$ cat config.mk
export PLATFORM = sky130hd
export DESIGN_NAME = sccomp_runctl
export DESIGN_NICKNAME = d
export VERILOG_FILES = /design/src/rtl/sccomp_runctl.sv
export SDC_FILE = /design/constraint.sdc
export NUM_CORES = 1
export LEC_CHECK = 0
export ABC_AREA = 1
export ABC_CLOCK_PERIOD_IN_PS = 3000
export BUFFER_PORTS_ARGS = -buffer_cell sky130_fd_sc_hd__buf_2
export CORE_MARGIN = 2
export CORE_UTILIZATION = 48
export CTS_CLUSTER_DIAMETER = 100
export DETAILED_ROUTE_END_ITERATION = 10
export GPL_TIMING_DRIVEN = 0
export PLACE_DENSITY = 0.89
export SLEW_MARGIN = 40
export SYNTH_ARGS = -nofsm -noshare
export SYNTH_HDL_FRONTEND = slang
export SYNTH_SLANG_ARGS = --single-unit
$ cat constraint.sdc
create_clock -name clk -period 3 [get_ports clk]
set_clock_uncertainty 0.05 [all_clocks]
set_input_delay 0.15 -clock clk [delete_from_list [all_inputs] [get_ports clk]]
set_output_delay 0.15 -clock clk [all_outputs]
set_load 0.1 [all_outputs]
$ cat src/rtl/sccomp_runctl.sv
// Load/run/dump controller for the sccomp single-cycle RISC-V system.
// Define SCCOMP_RUNCTL_DUMP_EN to include the register dump stream after each run.
module sccomp_runctl #(
    parameter int          IM_DEPTH   = 256,
    parameter logic [31:0] HALT_PC    = 32'hF000_0100,
    parameter int          MAX_CYCLES = 1000,
    localparam int         AW         = $clog2(IM_DEPTH)
) (
    input  logic          clk,
    input  logic          rst,
    input  logic          start,
    input  logic          ld_valid,
    output logic          ld_ready,
    input  logic [31:0]   ld_data,
    input  logic          ld_last,
    output logic          im_we,
    output logic [AW-1:0] im_addr,
    output logic [31:0]   im_wdata,
    output logic          cpu_rstn,
    output logic          cpu_clk_en,
    input  logic [31:0]   cpu_pc,
    output logic [4:0]    reg_sel,
    input  logic [31:0]   reg_data,
    output logic          dump_valid,
    input  logic          dump_ready,
    output logic [31:0]   dump_data,
    output logic [4:0]    dump_idx,
    output logic          dump_last,
    output logic          busy,
    output logic          done,
    output logic [1:0]    halt_cause,
    output logic [31:0]   cycle_count
);

    typedef enum logic [2:0] {
        S_IDLE,
        S_LOAD,
        S_RUN,
        S_DUMP,
        S_DONE
    } state_t;

`ifdef SCCOMP_RUNCTL_DUMP_EN
    localparam state_t S_HALT_NEXT = S_DUMP;
`else
    localparam state_t S_HALT_NEXT = S_DONE;
`endif

    state_t        r_state;
    logic [AW-1:0] r_widx;
    logic [31:0]   r_cycle;
    logic [1:0]    r_cause;
    logic          r_cpu_rstn;
`ifdef SCCOMP_RUNCTL_DUMP_EN
    logic [4:0]    r_ridx;
`endif

    logic          w_ld_hs;
    logic          w_pc_hit;
    logic [31:0]   w_cycle_inc;

    assign w_ld_hs     = (r_state == S_LOAD) && ld_valid;
    assign w_pc_hit    = (cpu_pc == HALT_PC);
    assign w_cycle_inc = r_cycle + 32'd1;

    always_ff @(posedge clk) begin
        if (rst) begin
            r_state    <= S_IDLE;
            r_widx     <= '0;
            r_cycle    <= '0;
            r_cause    <= '0;
            r_cpu_rstn <= 1'b0;
`ifdef SCCOMP_RUNCTL_DUMP_EN
            r_ridx     <= '0;
`endif
        end else begin
            case (r_state)
                S_IDLE, S_DONE: begin
                    // A (re)load always starts with the CPU held in reset.
                    if (start) begin
                        r_state    <= S_LOAD;
                        r_widx     <= '0;
                        r_cycle    <= '0;
                        r_cause    <= '0;
                        r_cpu_rstn <= 1'b0;
                    end
                end
                S_LOAD: begin
                    if (w_ld_hs) begin
                        r_widx <= r_widx + AW'(1);
                        if (ld_last) begin
                            r_state    <= S_RUN;
                            r_cpu_rstn <= 1'b1;
                        end else if (r_widx == AW'(IM_DEPTH - 1)) begin
                            r_state <= S_DONE;
                            r_cause <= 2'd3;
                        end
                    end
                end
                S_RUN: begin
                    // PC match takes priority and suppresses the count for that cycle.
                    if (w_pc_hit) begin
                        r_state <= S_HALT_NEXT;
                        r_cause <= 2'd1;
`ifdef SCCOMP_RUNCTL_DUMP_EN
                        r_ridx  <= '0;
`endif
                    end else begin
                        r_cycle <= w_cycle_inc;
                        if (w_cycle_inc == 32'(MAX_CYCLES)) begin
                            r_state <= S_HALT_NEXT;
                            r_cause <= 2'd2;
`ifdef SCCOMP_RUNCTL_DUMP_EN
                            r_ridx  <= '0;
`endif
                        end
                    end
                end
`ifdef SCCOMP_RUNCTL_DUMP_EN
                S_DUMP: begin
                    if (dump_ready) begin
                        r_ridx <= r_ridx + 5'd1;
                        if (r_ridx == 5'd31) begin
                            r_state <= S_DONE;
                        end
                    end
                end
`endif
                default: r_state <= S_IDLE;
            endcase
        end
    end

    assign ld_ready    = (r_state == S_LOAD);
    assign im_we       = w_ld_hs;
    assign im_addr     = w_ld_hs ? r_widx : '0;
    assign im_wdata    = w_ld_hs ? ld_data : '0;
    assign cpu_rstn    = r_cpu_rstn;
    assign cpu_clk_en  = (r_state == S_RUN) && !w_pc_hit;
    assign busy        = (r_state == S_LOAD) || (r_state == S_RUN) || (r_state == S_DUMP);
    assign done        = (r_state == S_DONE);
    assign halt_cause  = r_cause;
    assign cycle_count = r_cycle;

`ifdef SCCOMP_RUNCTL_DUMP_EN
    // The CPU is frozen during the dump, so reg_data can pass straight through.
    assign dump_valid = (r_state == S_DUMP);
    assign reg_sel    = dump_valid ? r_ridx : '0;
    assign dump_idx   = dump_valid ? r_ridx : '0;
    assign dump_data  = dump_valid ? reg_data : '0;
    assign dump_last  = dump_valid && (r_ridx == 5'd31);
`else
    logic w_unused;
    assign w_unused   = ^{dump_ready, reg_data};
    assign dump_valid = 1'b0;
    assign reg_sel    = '0;
    assign dump_idx   = '0;
    assign dump_data  = '0;
    assign dump_last  = 1'b0;
`endif

endmodule

=== After elaboration in Yosys (flattened, before gate mapping) ===
Cells that the tools add are included.

* Add/subtract/negate cells: 2
* Equality and inequality tests: 15
* Multiplexer cells: 26
* Reductions and logical operators: 15

{| class="wikitable"
|+ Operators with widths
! cell !! count
|-
| 32-bit two-way mux || 3
|-
| 32-bit one-hot mux with 2 select lines || 1
|-
| 32-bit by 1-bit adder with 32-bit output, second input constant || 1
|-
| 32-bit by 10-bit == test with 1-bit output, second input constant || 1
|-
| 32-bit == test, second input constant || 1
|-
| 8-bit two-way mux || 3
|-
| 3-bit two-way mux || 6
|-
| 8-bit one-hot mux with 2 select lines || 1
|-
| 2-bit two-way mux || 6
|-
| 3-bit one-hot mux with 3 select lines || 1
|-
| 8-bit by 1-bit adder with 8-bit output, second input constant || 1
|-
| 8-bit == test, second input constant || 1
|-
| 4-bit AND reduction || 2
|-
| 3-bit by 2-bit == test with 1-bit output, second input constant || 2
|-
| 2-bit by 1-bit inequality test with 1-bit output, second input constant || 3
|-
| 2-bit inequality test, second input constant || 3
|-
| 2-bit one-hot mux with 3 select lines || 1
|-
| 3-bit AND reduction || 2
|-
| 6-bit AND reduction || 1
|-
| 2-bit nonzero test || 2
|-
| 3-bit by 1-bit == test with 1-bit output, second input constant || 1
|-
| 3-bit == test, second input constant || 1
|-
| 3-bit logical NOT || 1
|-
| 1-bit two-way mux || 3
|-
| other kinds (8) || 10
|}

* Register bits: 46
* Input bits: 102
* Output and inout bits: 124
* Logic and storage cells: 63

=== Depth between registers and ports, before layout ===
* Depth in word-level cells: 5
* Mapped depth: 17
* Gate-level depth less buffers: 17

=== Worst setup path before layout ===
Ideal clock, no wire load.

* Kind: register to output
* Start: register r_state[2]
* End: output im_addr[0]
* Arrival time: 5,148 ps
* Required time: 2,800 ps
* Slack: -2,348 ps
* Stages on the path, launching flop included: 7
* Path buffers: 1
* Cell sequence: dfxtp_1 -> nor3_2 -> inv_1 -> nor2_1 -> inv_1 -> clkbuf_1 -> nor2_1

* Cells in the longest elaborated chain, start to end: 3

{| class="wikitable"
|+ Ends and longest elaborated chain
! element !! line !! RTL
|-
| from (decl) || 49 || <nowiki>state_t r_state;</nowiki>
|-
| from (signal assigned) || 68 || <nowiki>r_state <= S_IDLE;</nowiki>
|-
| from (signal assigned) || 81 || <nowiki>r_state <= S_LOAD;</nowiki>
|-
| from (signal assigned) || 92 || <nowiki>r_state <= S_RUN;</nowiki>
|-
| 3-bit by 1-bit == test with 1-bit output || -- ||
|-
| named net ld_ready || 13 || <nowiki>output logic ld_ready,</nowiki>
|-
| 1-bit logical AND || 62 || <nowiki>assign w_ld_hs = (r_state == S_LOAD) && ld_valid;</nowiki>
|-
| named net im_we || 16 || <nowiki>output logic im_we,</nowiki>
|-
| 8-bit two-way mux || 136 || <nowiki>assign im_addr = w_ld_hs ? r_widx : '0;</nowiki>
|-
| to (decl) || 17 || <nowiki>output logic [AW-1:0] im_addr,</nowiki>
|}

The timed path passes the listed nets, and every way through them passes these cells.

=== Worst setup path after layout ===
* Start: register r_state[2]
* End: output cpu_clk_en

* Cells in the longest elaborated chain, start to end: 2

{| class="wikitable"
|+ Ends and longest elaborated chain
! element !! line !! RTL
|-
| 3-bit by 2-bit == test with 1-bit output || 139 || <nowiki>assign cpu_clk_en = (r_state == S_RUN) && !w_pc_hit;</nowiki>
|-
| 1-bit logical AND || 139 ||
|-
| to (decl) || 20 || <nowiki>output logic cpu_clk_en,</nowiki>
|}

No other way between the ends.

==> impl_metrics.csv <==
group,metric,value,unit
grt,first_global_vias,3807,
synth,yosys.area_share.adder,1.01,%
synth,synthCells,651,
sta,hold_viol,0,
synth,yosys.area.top_type,"dfxtp_1",
grt,grt_usage,24.4,%
drt,wl_per_cell,11.1,um
sta,fin_crit,2590,ps
grt,grt_overflow,0,
synth,synth_top_area_share,24.7,%
synth,synth_edf_count,0,
floorplan,initial_core_util,49.0,%
synth,synth_compound_gate_area_share,8.16,%
synth,synth-main-ff-cell,"dfxtp_1",
clock_network,numClockSinks,46,
sta,clock.fmax,0.385,GHz
synth,yosys-top-cells-area,"dfxtp_1 25%, nand2_1 21%, nor2_1 11%, inv_1 9.2%, buf_4 8.9%",
clock_network,post_cts_resized,0,
clock_network,htree_levels,2,
synth,synth_seq_area_share,24.7,%
drt,vias,4369,
placement,hpwlAfterDp,8780,um
clock_network,cts_tree,"done",
grt,met1_usage,28.4,%
synth,yosysWarnings,0,
layout,final_common_cell,"nand2_1",
critical_path,worstPathArrival,2390,ps
sta,finalSetupViolations,0,
synth,synthDistinctLibCells,35,
grt,grt_max_degree,16,
critical_path,worstPathRequired,2800,ps
drt,vias_per_cell,4.59,
placement,io_buffers,147,
grt,grt-busiest-layer,"met2",
floorplan,die_w,92.1,um
clock_network,cts_setup_buffers,0,
clock_network,clk_pin_slew,100,ps
drt,drtIter0Drc,221,
drt,drcViolationCount,0,
status,status,"completed",
drt,drt_wl_total,10500,um
critical_path,startpoint_type,"flip-flop",
placement,post-place-ws,677,ps
sta,layout_setup_ws,406,ps
sta,max-slew-margin-rel,63.1,%
drt,dr.pass1.iters,4,
clock_network,hold_buffers,0,
power_and_ir_drop,ir_worst_vdd,0.327,mV
sta,timing.final.crit_share,86.5,%
layout,final_area,5250,um2
synth,synth_simple_gate_area_share,45.6,%
floorplan,rows,32,
grt,grt_use_met3,5.09,%
sta,worst_pin_slew,553,ps
floorplan,pin_count,226,
clock_network,cts_buffers,5,
synth,synth_xor_area_share,0.705,%
synth,ys_ff_latch,46,
synth,synth.cell_area,3730,um2
layout,area_growth,40.8,%
clock_network,clk_latency,310,ps
critical_path,crit_type,"flip-flop to output pin",
drt,ant_nets,0,
placement,placed_area,5150,um2
grt,grt_use_met2,43.7,%
job,max_cap_violations,0,
sta,rsz0062_at_grt,"false",
critical_path,crit_fanout,10,
critical_path,end_kind,"output pin",
layout,drive_above_1_share,33.1,%
power_and_ir_drop,power.leakage,0.00265,uW
synth,synthArstFlopShare,0,%
hold_path,hp-class,"primary input to flip-flop",
grt,grt_first_pass_wirelength,17000,um
clock_network,root_buffer,"clkbuf_8",
synth,synthMuxAreaShare,0,%
power_and_ir_drop,powerDensity,561,nW/um2
clock_network,clock_path_buffers,2,
placement,gp_congestion,0.927,
sta,drv_slew,0,
synth,synth_top_family_by_area,"simple AND/OR/NAND/NOR gates",
layout,final_nets,953,
floorplan,die-area,8490,um2
floorplan,die_h,92.1,um
grt,antenna_found_initial,1,
layout,final_cell_mix,"208 x nand2_1, 150 x buf_2, 88 x inv_1, 68 x nor2_1, 46 x nor2_4",
synth,syn_area_per_cell,5.73,um2
floorplan,core-area,7610,um2
power by group:
part           internal, uW  leakage [uW]  total [uW]  switching [uW]
Combinational           367       0.00224        1880            1510
Sequential              649      0.000372         678            28.8
Clock                   164     0.0000441         389             225
registers in the layout (all words and copies together) (netlist names):
signal and flops:
halt_cause 2, cycle_count 32, r_state 3, r_widx 8, cpu_rstn 1
worst paths after layout:
check | slack [ps] | end | cells after the start | start
min | 70 | cpu_rstn | 3 | ld_last
min reg2reg | 390 | r_widx[7] | 1 | r_widx[7]
max reg2reg | 640 | r_state[0] | 16 | cycle_count[0]
max | 410 | cpu_clk_en | 7 | r_state[2]
cells in the mapped netlist (all sizes together) (2+ instances only):
master,count
a21oi,42
buf,47
clkbuf,11
dfxtp,46
ha,3
inv,93
nand2,216
nand3,16
nand3b,14
nor2,120
nor3,13
nor4,2
o21ai,13
or2,4
xor2,2
stage by stage:
| step | hold slack, ps | cells | setup TNS, ps | power [uW] | utilization (%) |
|---|---|---|---|---|---|
| global route | 83.6 | 952 | 0 | 3100 | 69.0 |
| finish | 74.3 | 952 | 0 | 2940 | 69.0 |
| CTS | 66.4 | 951 | 0 | 2960 | 68.9 |
| global placement | 377 | 943 | 0 | 2560 | 67.8 |
| detailed placement | 378 | 943 | 0 | 2570 | 67.8 |
| floorplan | 243 | 694 | -1350 | 2330 | - |
critical path, cell delays in order, from the launching register on:
cell and delay [ps]:
dfxtp_1 360, inv_1 90, nand2_1 50, nor2_1 110, inv_1 100, a21oi_2 430, clkbuf_1 430, buf_2 510
routing by layer:
metal / routed length (um) / part of all wire, % / vias up
li1: - / - / 2297
met1: 4270 / 40 / 1902
met2: 5320 / 50 / 149
met3: 716 / 6.8 / 21
met4: 234 / 2.2 / 0
met5: 0 / 0 / -
cell families (layout without fill, tap and decap cells):
family | Yosys count | after routing
and+or+nand+nor | 389 | 389
other | 1 | 45
adders and majority gates | 3 | 3
AOI/OAI and AO/OA | 58 | 58
xor gates and xnor gates | 3 | 3
DFF | 46 | 46
buffers and inverters | 151 | 306
layout make-up:
type	count	area (um2)
clock inverters	3	21.3
plain buffers	58	472
inverters	93	352
flip-flops and latches	46	922
clock buffers	5	68.8
diodes	1	2.50
multi-input cells	497	2550
well taps	102	128
fillers	685	2360
repair buffers	147	736
Power figures use the tool's default switching activity.
